$ cat config.mk
export PLATFORM = sky130hd
export DESIGN_NAME = pipe_hazard_ctrl
export DESIGN_NICKNAME = d
export VERILOG_FILES = /design/src/rtl/hazard_pkg.sv /design/src/rtl/hazard_wait_ctr.sv /design/src/rtl/pipe_hazard_ctrl.sv
export SDC_FILE = /design/constraint.sdc
export NUM_CORES = 1
export LEC_CHECK = 0
export CAP_MARGIN = 20
export CORE_MARGIN = 1.5
export CORE_UTILIZATION = 45
export CTS_BUF_LIST = sky130_fd_sc_hd__clkbuf_2 sky130_fd_sc_hd__clkbuf_4 sky130_fd_sc_hd__clkbuf_8
export DETAILED_ROUTE_END_ITERATION = 10
export PLACE_DENSITY = 0.86
export SYNTH_ARGS = -nofsm -noshare
export SYNTH_HDL_FRONTEND = slang
export SYNTH_HIERARCHICAL = 1
export SYNTH_SLANG_ARGS = --single-unit
$ cat constraint.sdc
create_clock -name clk -period 6.9 [get_ports clk]
set_input_delay 1.38 -clock clk [delete_from_list [all_inputs] [get_ports clk]]
set_output_delay 1.38 -clock clk [all_outputs]
set_load 0.01 [all_outputs]
$ cat src/rtl/hazard_pkg.sv
// hazard_pkg: shared types and helpers for the pipe_hazard_ctrl slice.
// Forward-select encoding, tracker FSM states and counter widths.
package hazard_pkg;

   typedef enum logic [1:0] {
      FWD_RF = 2'b00,
      FWD_W  = 2'b01,
      FWD_M  = 2'b10
   } fwd_sel_t;

   typedef enum logic {
      M_IDLE = 1'b0,
      M_BUSY = 1'b1
   } mul_state_t;

   typedef enum logic {
      W_IDLE = 1'b0,
      W_WAIT = 1'b1
   } mem_state_t;

   localparam int MUL_CW  = 4;
   localparam int WAIT_CW = 8;

   function automatic int idx_w(input int n);
      return (n <= 2) ? 1 : $clog2(n);
   endfunction

endpackage

$ cat src/rtl/hazard_wait_ctr.sv
// hazard_wait_ctr: loadable up/down counter with a terminal-count flag.
// Direction and terminal value are fixed per instance.
module hazard_wait_ctr #(
   parameter int           W    = 8,
   parameter bit           DOWN = 1'b0,
   parameter logic [W-1:0] TERM = '0
) (
   input  logic         clk_i,
   input  logic         rst_ni,
   input  logic         load_i,
   input  logic         en_i,
   input  logic [W-1:0] load_val_i,
   output logic         tc_o
);

   logic [W-1:0] cnt_q;
   logic [W-1:0] cnt_d;

   always_ff @(posedge clk_i) begin
      if (!rst_ni) cnt_q <= '0;
      else         cnt_q <= cnt_d;
   end

   always_comb begin
      cnt_d = cnt_q;
      if (load_i)
         cnt_d = load_val_i;
      else if (en_i)
         cnt_d = DOWN ? cnt_q - W'(1) : cnt_q + W'(1);
   end

   assign tc_o = (cnt_q == TERM);

endmodule

$ cat src/rtl/pipe_hazard_ctrl.sv
// pipe_hazard_ctrl: forwarding, interlocks and flush control for the ARM pipe.
// PIPE_HAZARD_FWD_EN enables forwarding; otherwise RAW hazards stall Decode.
module pipe_hazard_ctrl
   import hazard_pkg::*;
#(
   parameter  int NREG        = 16,
   parameter  int PC_IDX      = NREG - 1,
   parameter  int MUL_CYCLES  = 3,
   parameter  int MEM_TIMEOUT = 64,
   localparam int RW          = idx_w(NREG)
) (
   input  logic          clk,
   input  logic          reset_n,
   input  logic [RW-1:0] ra1D,
   input  logic [RW-1:0] ra2D,
   input  logic [RW-1:0] ra1E,
   input  logic [RW-1:0] ra2E,
   input  logic [RW-1:0] wa3E,
   input  logic [RW-1:0] wa3M,
   input  logic [RW-1:0] wa3W,
   input  logic          RegWriteE,
   input  logic          RegWriteM,
   input  logic          RegWriteW,
   input  logic          MemtoRegE,
   input  logic          PCSrcD,
   input  logic          PCSrcE,
   input  logic          PCSrcM,
   input  logic          PCSrcW,
   input  logic          BranchTakenE,
   input  logic          MulStartE,
   input  logic          MemReqM,
   input  logic          MemReadyM,
   output logic [1:0]    ForwardAE,
   output logic [1:0]    ForwardBE,
   output logic          StallF,
   output logic          StallD,
   output logic          StallE,
   output logic          StallM,
   output logic          FlushD,
   output logic          FlushE,
   output logic          FlushM,
   output logic          FlushW,
   output logic          MulBusy,
   output logic          MemTimeout
);

   localparam logic [RW-1:0]     PC_R     = RW'(PC_IDX);
   localparam bit                MUL_MC   = (MUL_CYCLES > 1);
   localparam bit                MUL_LONG = (MUL_CYCLES > 2);
   localparam logic [MUL_CW-1:0] MUL_LOAD = MUL_CW'(MUL_CYCLES - 2);

   function automatic fwd_sel_t fwd_sel(
      input logic [RW-1:0] ra,
      input logic [RW-1:0] m,
      input logic [RW-1:0] w,
      input logic          vm,
      input logic          vw
   );
      fwd_sel_t s;
      s = FWD_RF;
      if (ra != PC_R) begin
         if (vm && m == ra)      s = FWD_M;
         else if (vw && w == ra) s = FWD_W;
      end
      return s;
   endfunction

   function automatic logic raw_hit(
      input logic [RW-1:0] ra,
      input logic [RW-1:0] e,
      input logic [RW-1:0] m,
      input logic [RW-1:0] w,
      input logic          ve,
      input logic          vm,
      input logic          vw
   );
      return (ra != PC_R) &
             ((ve & ra == e) | (vm & ra == m) | (vw & ra == w));
   endfunction

   mul_state_t mul_q, mul_d;
   mem_state_t mem_q, mem_d;
   logic       tmo_q, tmo_d;
   logic       mul_load, mul_en, mul_tc, mul_go;
   logic       wt_load, wt_en, wt_tc;
   logic       mul_stall, mem_stall, timeout_hit;
   logic       ldr_stall, raw_stall, d_stall, pc_wr_pend;
   fwd_sel_t   fwd_a, fwd_b;

   assign ldr_stall = MemtoRegE & RegWriteE &
                      ((ra1D == wa3E & ra1D != PC_R) |
                       (ra2D == wa3E & ra2D != PC_R));

`ifdef PIPE_HAZARD_FWD_EN
   assign raw_stall = 1'b0;
   assign fwd_a = fwd_sel(ra1E, wa3M, wa3W, RegWriteM, RegWriteW);
   assign fwd_b = fwd_sel(ra2E, wa3M, wa3W, RegWriteM, RegWriteW);
`else
   logic unused_e;
   assign unused_e  = ^{ra1E, ra2E};
   assign raw_stall = raw_hit(ra1D, wa3E, wa3M, wa3W,
                              RegWriteE, RegWriteM, RegWriteW) |
                      raw_hit(ra2D, wa3E, wa3M, wa3W,
                              RegWriteE, RegWriteM, RegWriteW);
   assign fwd_a = FWD_RF;
   assign fwd_b = FWD_RF;
`endif

   assign d_stall    = ldr_stall | raw_stall;
   assign pc_wr_pend = PCSrcD | PCSrcE | PCSrcM;

   always_ff @(posedge clk) begin
      if (!reset_n) begin
         mul_q <= M_IDLE;
         mem_q <= W_IDLE;
         tmo_q <= 1'b0;
      end else begin
         mul_q <= mul_d;
         mem_q <= mem_d;
         tmo_q <= tmo_d;
      end
   end

   // Counter holds MUL_CYCLES-2 busy cycles; the start cycle itself stalls too
   assign mul_go = MulStartE & MUL_MC;

   always_comb begin
      mul_d    = mul_q;
      mul_load = 1'b0;
      mul_en   = 1'b0;
      unique case (mul_q)
         M_IDLE: if (mul_go) begin
            mul_load = 1'b1;
            if (MUL_LONG) mul_d = M_BUSY;
         end
         M_BUSY: begin
            mul_en = 1'b1;
            if (mul_tc) mul_d = M_IDLE;
         end
         default: mul_d = M_IDLE;
      endcase
   end

   assign mul_stall = ((mul_q == M_IDLE) & mul_go) | (mul_q == M_BUSY);

   assign timeout_hit = (mem_q == W_WAIT) & wt_tc;
   assign mem_stall   = MemReqM & ~MemReadyM & ~timeout_hit;
   assign tmo_d       = tmo_q | timeout_hit;

   always_comb begin
      mem_d   = mem_q;
      wt_load = 1'b0;
      wt_en   = 1'b0;
      unique case (mem_q)
         W_IDLE: if (mem_stall) begin
            wt_load = 1'b1;
            mem_d   = W_WAIT;
         end
         W_WAIT: begin
            if (timeout_hit | MemReadyM | ~MemReqM) mem_d = W_IDLE;
            else                                    wt_en = 1'b1;
         end
         default: mem_d = W_IDLE;
      endcase
   end

   hazard_wait_ctr #(
      .W    (MUL_CW),
      .DOWN (1'b1),
      .TERM (MUL_CW'(1))
   ) u_mul_ctr (
      .clk_i      (clk),
      .rst_ni     (reset_n),
      .load_i     (mul_load),
      .en_i       (mul_en),
      .load_val_i (MUL_LOAD),
      .tc_o       (mul_tc)
   );

   hazard_wait_ctr #(
      .W    (WAIT_CW),
      .DOWN (1'b0),
      .TERM (WAIT_CW'(MEM_TIMEOUT))
   ) u_wait_ctr (
      .clk_i      (clk),
      .rst_ni     (reset_n),
      .load_i     (wt_load),
      .en_i       (wt_en),
      .load_val_i (WAIT_CW'(1)),
      .tc_o       (wt_tc)
   );

   assign MulBusy    = reset_n & (mul_q == M_BUSY);
   assign MemTimeout = tmo_q;

   // A taken branch waits out mem/mul stalls; it is re-presented on release
   always_comb begin
      StallF    = 1'b0;
      StallD    = 1'b0;
      StallE    = 1'b0;
      StallM    = 1'b0;
      FlushD    = 1'b0;
      FlushE    = 1'b0;
      FlushM    = 1'b0;
      FlushW    = 1'b0;
      ForwardAE = FWD_RF;
      ForwardBE = FWD_RF;
      if (!reset_n) begin
         FlushD = 1'b1;
         FlushE = 1'b1;
         FlushM = 1'b1;
         FlushW = 1'b1;
      end else begin
         ForwardAE = fwd_a;
         ForwardBE = fwd_b;
         if (mem_stall) begin
            StallF = 1'b1;
            StallD = 1'b1;
            StallE = 1'b1;
            StallM = 1'b1;
            FlushW = 1'b1;
         end else if (mul_stall) begin
            StallF = 1'b1;
            StallD = 1'b1;
            StallE = 1'b1;
            FlushM = 1'b1;
            FlushD = pc_wr_pend | PCSrcW;
         end else begin
            StallF = d_stall | pc_wr_pend;
            StallD = d_stall;
            FlushE = d_stall | BranchTakenE;
            FlushD = pc_wr_pend | PCSrcW | BranchTakenE;
         end
      end
   end

endmodule

==> out/metrics.cfg, run 1 <==
[status]
status=completed

[power_and_ir_drop]
p_sw_uw=73.60
p_leak_nw=0.6800
power.density_mw_per_mm2=130.4
combPwrFrac_pct=35.3
p_clk_share_pct=21.4
vdd_ir_drop_max_uv=119.9
sequentialPowerShare_pct=43.3
p_total_uw=235.8
intPower_uw=162.2
netSwitchingFraction_pct=31.21

[die]
initial_core_util_pct=47.82
fp.dieH_um=57.14
die_w_um=57.14
rows=19
pin_count=56
core_mm2=0.002758
die-area_mm2=0.003264

[clocking]
clk_pin_slew_worst_paths_ns=0.09
cts-root-buf=clkbuf_4
clk_latency_ns=0.28
cts.htree.levels=1
cts_tree=built
cts_resized=0
cts_inserted_buffers=3
post_cts_buffers=0
cts.sinks=15
cts_hold_buf=0
clockBufferDepth=2

[finish]
drive_above_1_share_pct=4.955
antenna_cells=0
area_growth_pct=37.10
fin_cells=253
layout.nets=269
fill_cells=221

[logic_synthesis]
ys.flop_type=dfxtp_1
synth_most_common_cell=xnor2_1
yosysTopAreaCellShare_pct=22.77
ys.warnings.count=6
synth-seq-cells=15
ys_types=41
yosys-top-cells-area=dfxtp_1, xnor2_1, and2_1, a21oi_1, o21ai_0
seq_area_frac_synth_pct=22.77
postSynthAreaPerCell_um2=7.803
yosys.area.top_type=dfxtp_1
syn_inst=169
async_reset_ff_share_pct=0
synth_edf_count=0
netlist_top_cells_count=xnor2_1, dfxtp_1, a21oi_1, o21ai_0, and2_1
syn_area_mm2=0.001319

[route]
ant_nets=0
avgRoutedWirePerCell_um=11.19
drt_iter0_drc=37
drtPass1Iterations=4
topRoutingLayerUsed=met4
routed-wl-met3_um=71
viasPerCell=5.071
wl_met1_mm=1.259
routed_wl_mm=2.830
met2_length_mm=1.453
via_count=1283
drc=0

[critical_path]
path_cells=clkdlybuf4s50_1 -> xnor2_1 -> nand4_1 -> o22ai_1 -> nor3_1 -> a21oi_1 -> clkdlybuf4s50_1
slowest_stage=clkdlybuf4s50_1
cp_max_fo=5
worst_setup_path_start_kind=input port
cp_common_cell=clkdlybuf4s50_1
r2r_start=u_wait_ctr/cnt_q[0]$_SDFFE_PN0P_
r2r_setup_slack_ns=4.24
cp.required_ns=5.52
worstSetupPathType=input port to output port
slowest_delay_ns=0.61
arrival_ns=3.40
reg2reg_depth=9
r2r_end=u_wait_ctr/cnt_q[7]$_SDFFE_PN0P_
critPathCaptureType=output port

[timing]
fin_skew_ns=0.003346
timing.final.crit_period_ns=4.776
maxSlewHeadroom_pct=55.67
worstMarginPinSlew_ns=0.6629
period_share_pct=69.22
clock.fmax_mhz=209.4
slew_violations=0
rsz0062_at_grt=no
worst_slack_ns=2.124
hold_viol=0
finalSetupTns_ns=0
setup_viol=0

[run]
drv_cap=0

[worst_hold_path]
min_to=MemTimeout$_SDFF_PN0_
whs_path_depth=2
min_path_type=flip-flop to flip-flop
worstHoldStart=MemTimeout$_SDFF_PN0_

[global_route]
grtUsageTotal_pct=18.40
antenna_found_initial=0
grt_pass1_wl_mm=4.961
grt-ovfl-total=0
grt_pass1_vias=1258
grt_start_max_net_pins=24

[placed_design]
dp_cells=249
dp_slack_ns=2.124
place_hpwl_mm=2.331
port_buffers=42
routabilityCongestion=0.8154

-- logic make-up (layout without fill, tap and decap cells) --
family | after synthesis | after routing | share of synthesized area (%)
simple gates | 68 | 68 | 31.31
compound gates | 40 | 40 | 18.41
xor+xnor | 25 | 25 | 16.60
flops | 15 | 15 | 22.77
buf+inv | 14 | 53 | 5.787
fa+ha+maj | 4 | 4 | 3.795
other cells | 2 | 16 | 0.5695
mux | 1 | 1 | 0.7590
-- worst max-delay path by stage --
stage | depth (start not counted) | start | endpoint
floorplan | 6 | ra2D[2] | FlushE
global placement | 7 | ra2D[2] | FlushE
detailed placement | 7 | ra2D[2] | FlushE
CTS | 7 | ra2D[2] | FlushE
global route | 7 | ra2D[2] | StallF
finish | 7 | ra2D[2] | StallD
-- power groups by stage --
stage               clock, mW  combinational [mW]  sequential (mW)
floorplan                   0              0.0479            0.102
CTS                    0.0522              0.0837            0.102
global route           0.0559              0.0920            0.103
detailed placement          0              0.0833            0.104
finish                 0.0504              0.0832            0.102
global placement            0              0.0815            0.104
-- final cells by class --
cell class | count | area [µm²] | share of cell area (%)
Timing Repair Buffer | 42 | 420.4 | 23.25
Clock inverter | 1 | 5.005 | 0.2768
Inverter | 7 | 26.28 | 1.453
Clock buffer | 3 | 22.52 | 1.246
Multi-Input combinational cell | 154 | 994.7 | 55.02
Tap cell | 31 | 38.79 | 2.145
Sequential cell | 15 | 300.3 | 16.61
-- cell usage in the layout, fill, tap and decap left out, types with 2 or more instances in the layout --
master | Yosys | layout
nand4_2 | 2 | 2
nor2_1 | 12 | 12
nand3_1 | 7 | 7
xor2_1 | 3 | 3
and2_1 | 13 | 13
dfxtp_1 | 15 | 15
inv_1 | 7 | 7
nand2_1 | 7 | 7
nand2b_1 | 3 | 3
nor3_1 | 3 | 3
ha_1 | 4 | 4
a31oi_1 | 3 | 3
clkbuf_4 | 0 | 3
a21oi_1 | 14 | 14
nand4_1 | 7 | 7
xnor2_1 | 22 | 22
o22ai_1 | 2 | 2
clkdlybuf4s50_1 | 0 | 42
conb_1 | 2 | 16
or3_1 | 2 | 2
o21ai_0 | 14 | 14
nor2b_1 | 2 | 2
nor3b_1 | 2 | 2
-- stage by stage --
step	utilization [%]	hold WS, ns	area [µm²]
floorplan	-	0.4837	1371
global placement	64.56	0.4544	1780
detailed placement	64.56	0.4694	1780
CTS	65.56	0.4974	1808
global route	65.56	0.5238	1808
finish	65.56	0.4872	1808
-- worst max-delay path, delay by kind of cell --
kind | cells | cell delay, ns
xor+xnor | 1 | 0.15
simple gates | 2 | 0.23
buf+inv | 2 | 1.18
compound gates | 2 | 0.45
-- sequential cells by signal, indices dropped and copies added, names as in the netlist --
name,flops
MemTimeout,1
u_mul_ctr/cnt_q,4
u_wait_ctr/cnt_q,8
mem_q,1
mul_q,1
-- routing by layer --
metal / GRT usage [%] / vias up
li1: - / 686
met1: 21.06 / 567
met2: 34.15 / 26
met3: 1.814 / 4
met4: 8.306 / 0
met5: 0 / -
Note: power is estimated with default switching activity, not from simulation.
==> run 2: changes to the inputs <==
--- a/config.mk
+++ b/config.mk
@@ -7,10 +7,10 @@
 export LEC_CHECK = 0
 export CAP_MARGIN = 20
 export CORE_MARGIN = 1.5
-export CORE_UTILIZATION = 45
+export CORE_UTILIZATION = 44
 export CTS_BUF_LIST = sky130_fd_sc_hd__clkbuf_2 sky130_fd_sc_hd__clkbuf_4 sky130_fd_sc_hd__clkbuf_8
 export DETAILED_ROUTE_END_ITERATION = 10
-export PLACE_DENSITY = 0.86
+export PLACE_DENSITY = 0.85
 export SYNTH_ARGS = -nofsm -noshare
 export SYNTH_HDL_FRONTEND = slang
 export SYNTH_HIERARCHICAL = 1
==> constraint.sdc (replaced) <==
create_clock -name clk -period 4.8 [get_ports clk]
set_input_delay 0.96 -clock clk [delete_from_list [all_inputs] [get_ports clk]]
set_output_delay 0.96 -clock clk [all_outputs]
set_load 0.01 [all_outputs]
==> run 2 against run 1 <==
Against the previous run:
- the flow now finishes with violations (DRC)
- cell count increased by 0.79%
- register-to-register slack worse by 1.9 ns
- largest power group unchanged
- worst setup slack lost 1.3 ns
- highest routed layer unchanged
==> out/metrics.cfg, run 2 (synthesis results as in run 1) <==
[status]
status=finished, violations left
violations=DRC

[die]
rows=19
core_mm2=0.002805
pin_count=56
fp.dieH_um=57.75
die_w_um=57.75
die-area_mm2=0.003334
initial_core_util_pct=47.01

[timing]
timing.final.crit_period_ns=3.926
clock.fmax_mhz=254.7
finalSetupTns_ns=0
setup_viol=0
worstMarginPinSlew_ns=0.5717
rsz0062_at_grt=no
maxSlewHeadroom_pct=61.74
hold_viol=0
worst_slack_ns=0.8737
slew_violations=0
period_share_pct=81.80
fin_skew_ns=0.006333

[critical_path]
critPathCaptureType=output port
slowest_delay_ns=0.59
cp_common_cell=clkdlybuf4s50_1
slowest_stage=clkdlybuf4s50_1
worst_setup_path_start_kind=input port
cp_max_fo=4
worstSetupPathType=input port to output port
cp.required_ns=3.84
arrival_ns=2.97
path_cells=clkdlybuf4s50_1 -> xnor2_1 -> nand4_2 -> o22ai_1 -> nor4_2 -> o41ai_2 -> clkdlybuf4s50_1

[finish]
layout_commonest_cell=clkdlybuf4s50_1
layout_common_cells=clkdlybuf4s50_1, xnor2_1, conb_1
drive_above_1_share_pct=5.804
largest-register=u_wait_ctr/cnt_q
antenna_cells=0
largest_reg_flops=8
reg_top3=u_wait_ctr/cnt_q: 8 flops, u_mul_ctr/cnt_q: 4 flops
area_growth_pct=38.42
layout.nets=271

[power_and_ir_drop]
sequentialPowerShare_pct=42.2
netSwitchingFraction_pct=30.72
p_leak_nw=0.6906
vdd_ir_drop_max_uv=75.42
combPwrFrac_pct=35.1
p_sw_uw=107.0
p_total_uw=348.1
intPower_uw=241.2
p_clk_share_pct=22.7
power.density_mw_per_mm2=190.7

[clocking]
cts-root-buf=clkbuf_4
clk_pin_slew_worst_paths_ns=0.08
post_cts_buffers=0
cts.htree.levels=1
cts_tree=built
cts_hold_buf=0
clk_latency_ns=0.29
cts.sinks=15
cts_resized=0
clockBufferDepth=2
cts_inserted_buffers=3

[placed_design]
port_buffers=42
routabilityCongestion=0.8773
dp_slack_ns=0.8672
place_hpwl_mm=2.514

[global_route]
grt_start_max_net_pins=16
grt_pass1_wl_mm=5.050
grt_pass1_vias=1257
grt-ovfl-total=0
grtUsageTotal_pct=19.02
antenna_found_initial=0

[route]
drc=4
drt_iter0_drc=55
ant_nets=0
avgRoutedWirePerCell_um=12.06
routed_wl_mm=3.076
viasPerCell=5.259
via_count=1341
drtPass1Iterations=7

[run]
drv_cap=0

[worst_hold_path]
min_path_type=flip-flop to flip-flop

[run 2: cell types whose count changed in the layout (fill, tap and decap cells not counted), sizes merged]
cell    change
clkinv      -1
buf         +2
clkbuf      +1
[run 2: routing by layer]
metal	track usage, %	up-vias	wire length (µm)	part of all wire [%]
met1	20.19	611	1277	42
met5	0	-	0	0
li1	-	688	-	-
met3	1.339	6	101	3.3
met2	36.36	36	1643	53
met4	10.96	0	53	1.7
[run 2: cell type report]
type / instances / area [µm²]
multi-input cells: 154 / 994.7
inverters: 7 / 26.28
repair buffers: 44 / 435.4
clock buffers: 4 / 30.03
flip-flops and latches: 15 / 300.3
fillers: 249 / 979.7
well taps: 31 / 38.79
[run 2: final timing paths]
kind | startpoint | to | slack (ns) | cells past startpoint
worst max-delay path | ra1D[2] | FlushE | 0.87 | 7
worst min-delay path | MemTimeout$_SDFF_PN0_ | MemTimeout$_SDFF_PN0_ | 0.47 | 2
worst max register to register | u_wait_ctr/cnt_q[0]$_SDFFE_PN0P_ | u_wait_ctr/cnt_q[7]$_SDFFE_PN0P_ | 2.34 | 9
worst min register to register | MemTimeout$_SDFF_PN0_ | MemTimeout$_SDFF_PN0_ | 0.47 | 2
[run 2: power groups by stage]
stage	logic, mW	registers, mW	clock network (mW)
after floorplan	0.0689	0.147	0
after global routing	0.134	0.148	0.0877
after detailed placement	0.122	0.149	0
after global placement	0.119	0.149	0
final	0.122	0.147	0.0791
after CTS	0.123	0.147	0.0816
[run 2: critical path: cells and delay by family]
family / cells / cell delay, ns
AND/OR/NAND/NOR: 2 / 0.21
AO/OA/AOI/OAI: 2 / 0.42
XOR/XNOR: 1 / 0.25
buffers and inverters: 2 / 1.13
[run 2: through the flow]
| step | cells | hold WS [ns] | util, % | instance area, µm² |
|---|---|---|---|---|
| after global routing | 255 | 0.5149 | 65.08 | 1826 |
| after floorplan | 183 | 0.4837 | - | 1371 |
| final | 255 | 0.4746 | 65.08 | 1826 |
| after detailed placement | 251 | 0.4582 | 64.01 | 1795 |
| after global placement | 251 | 0.4506 | 64.01 | 1795 |
| after CTS | 255 | 0.4800 | 65.08 | 1826 |
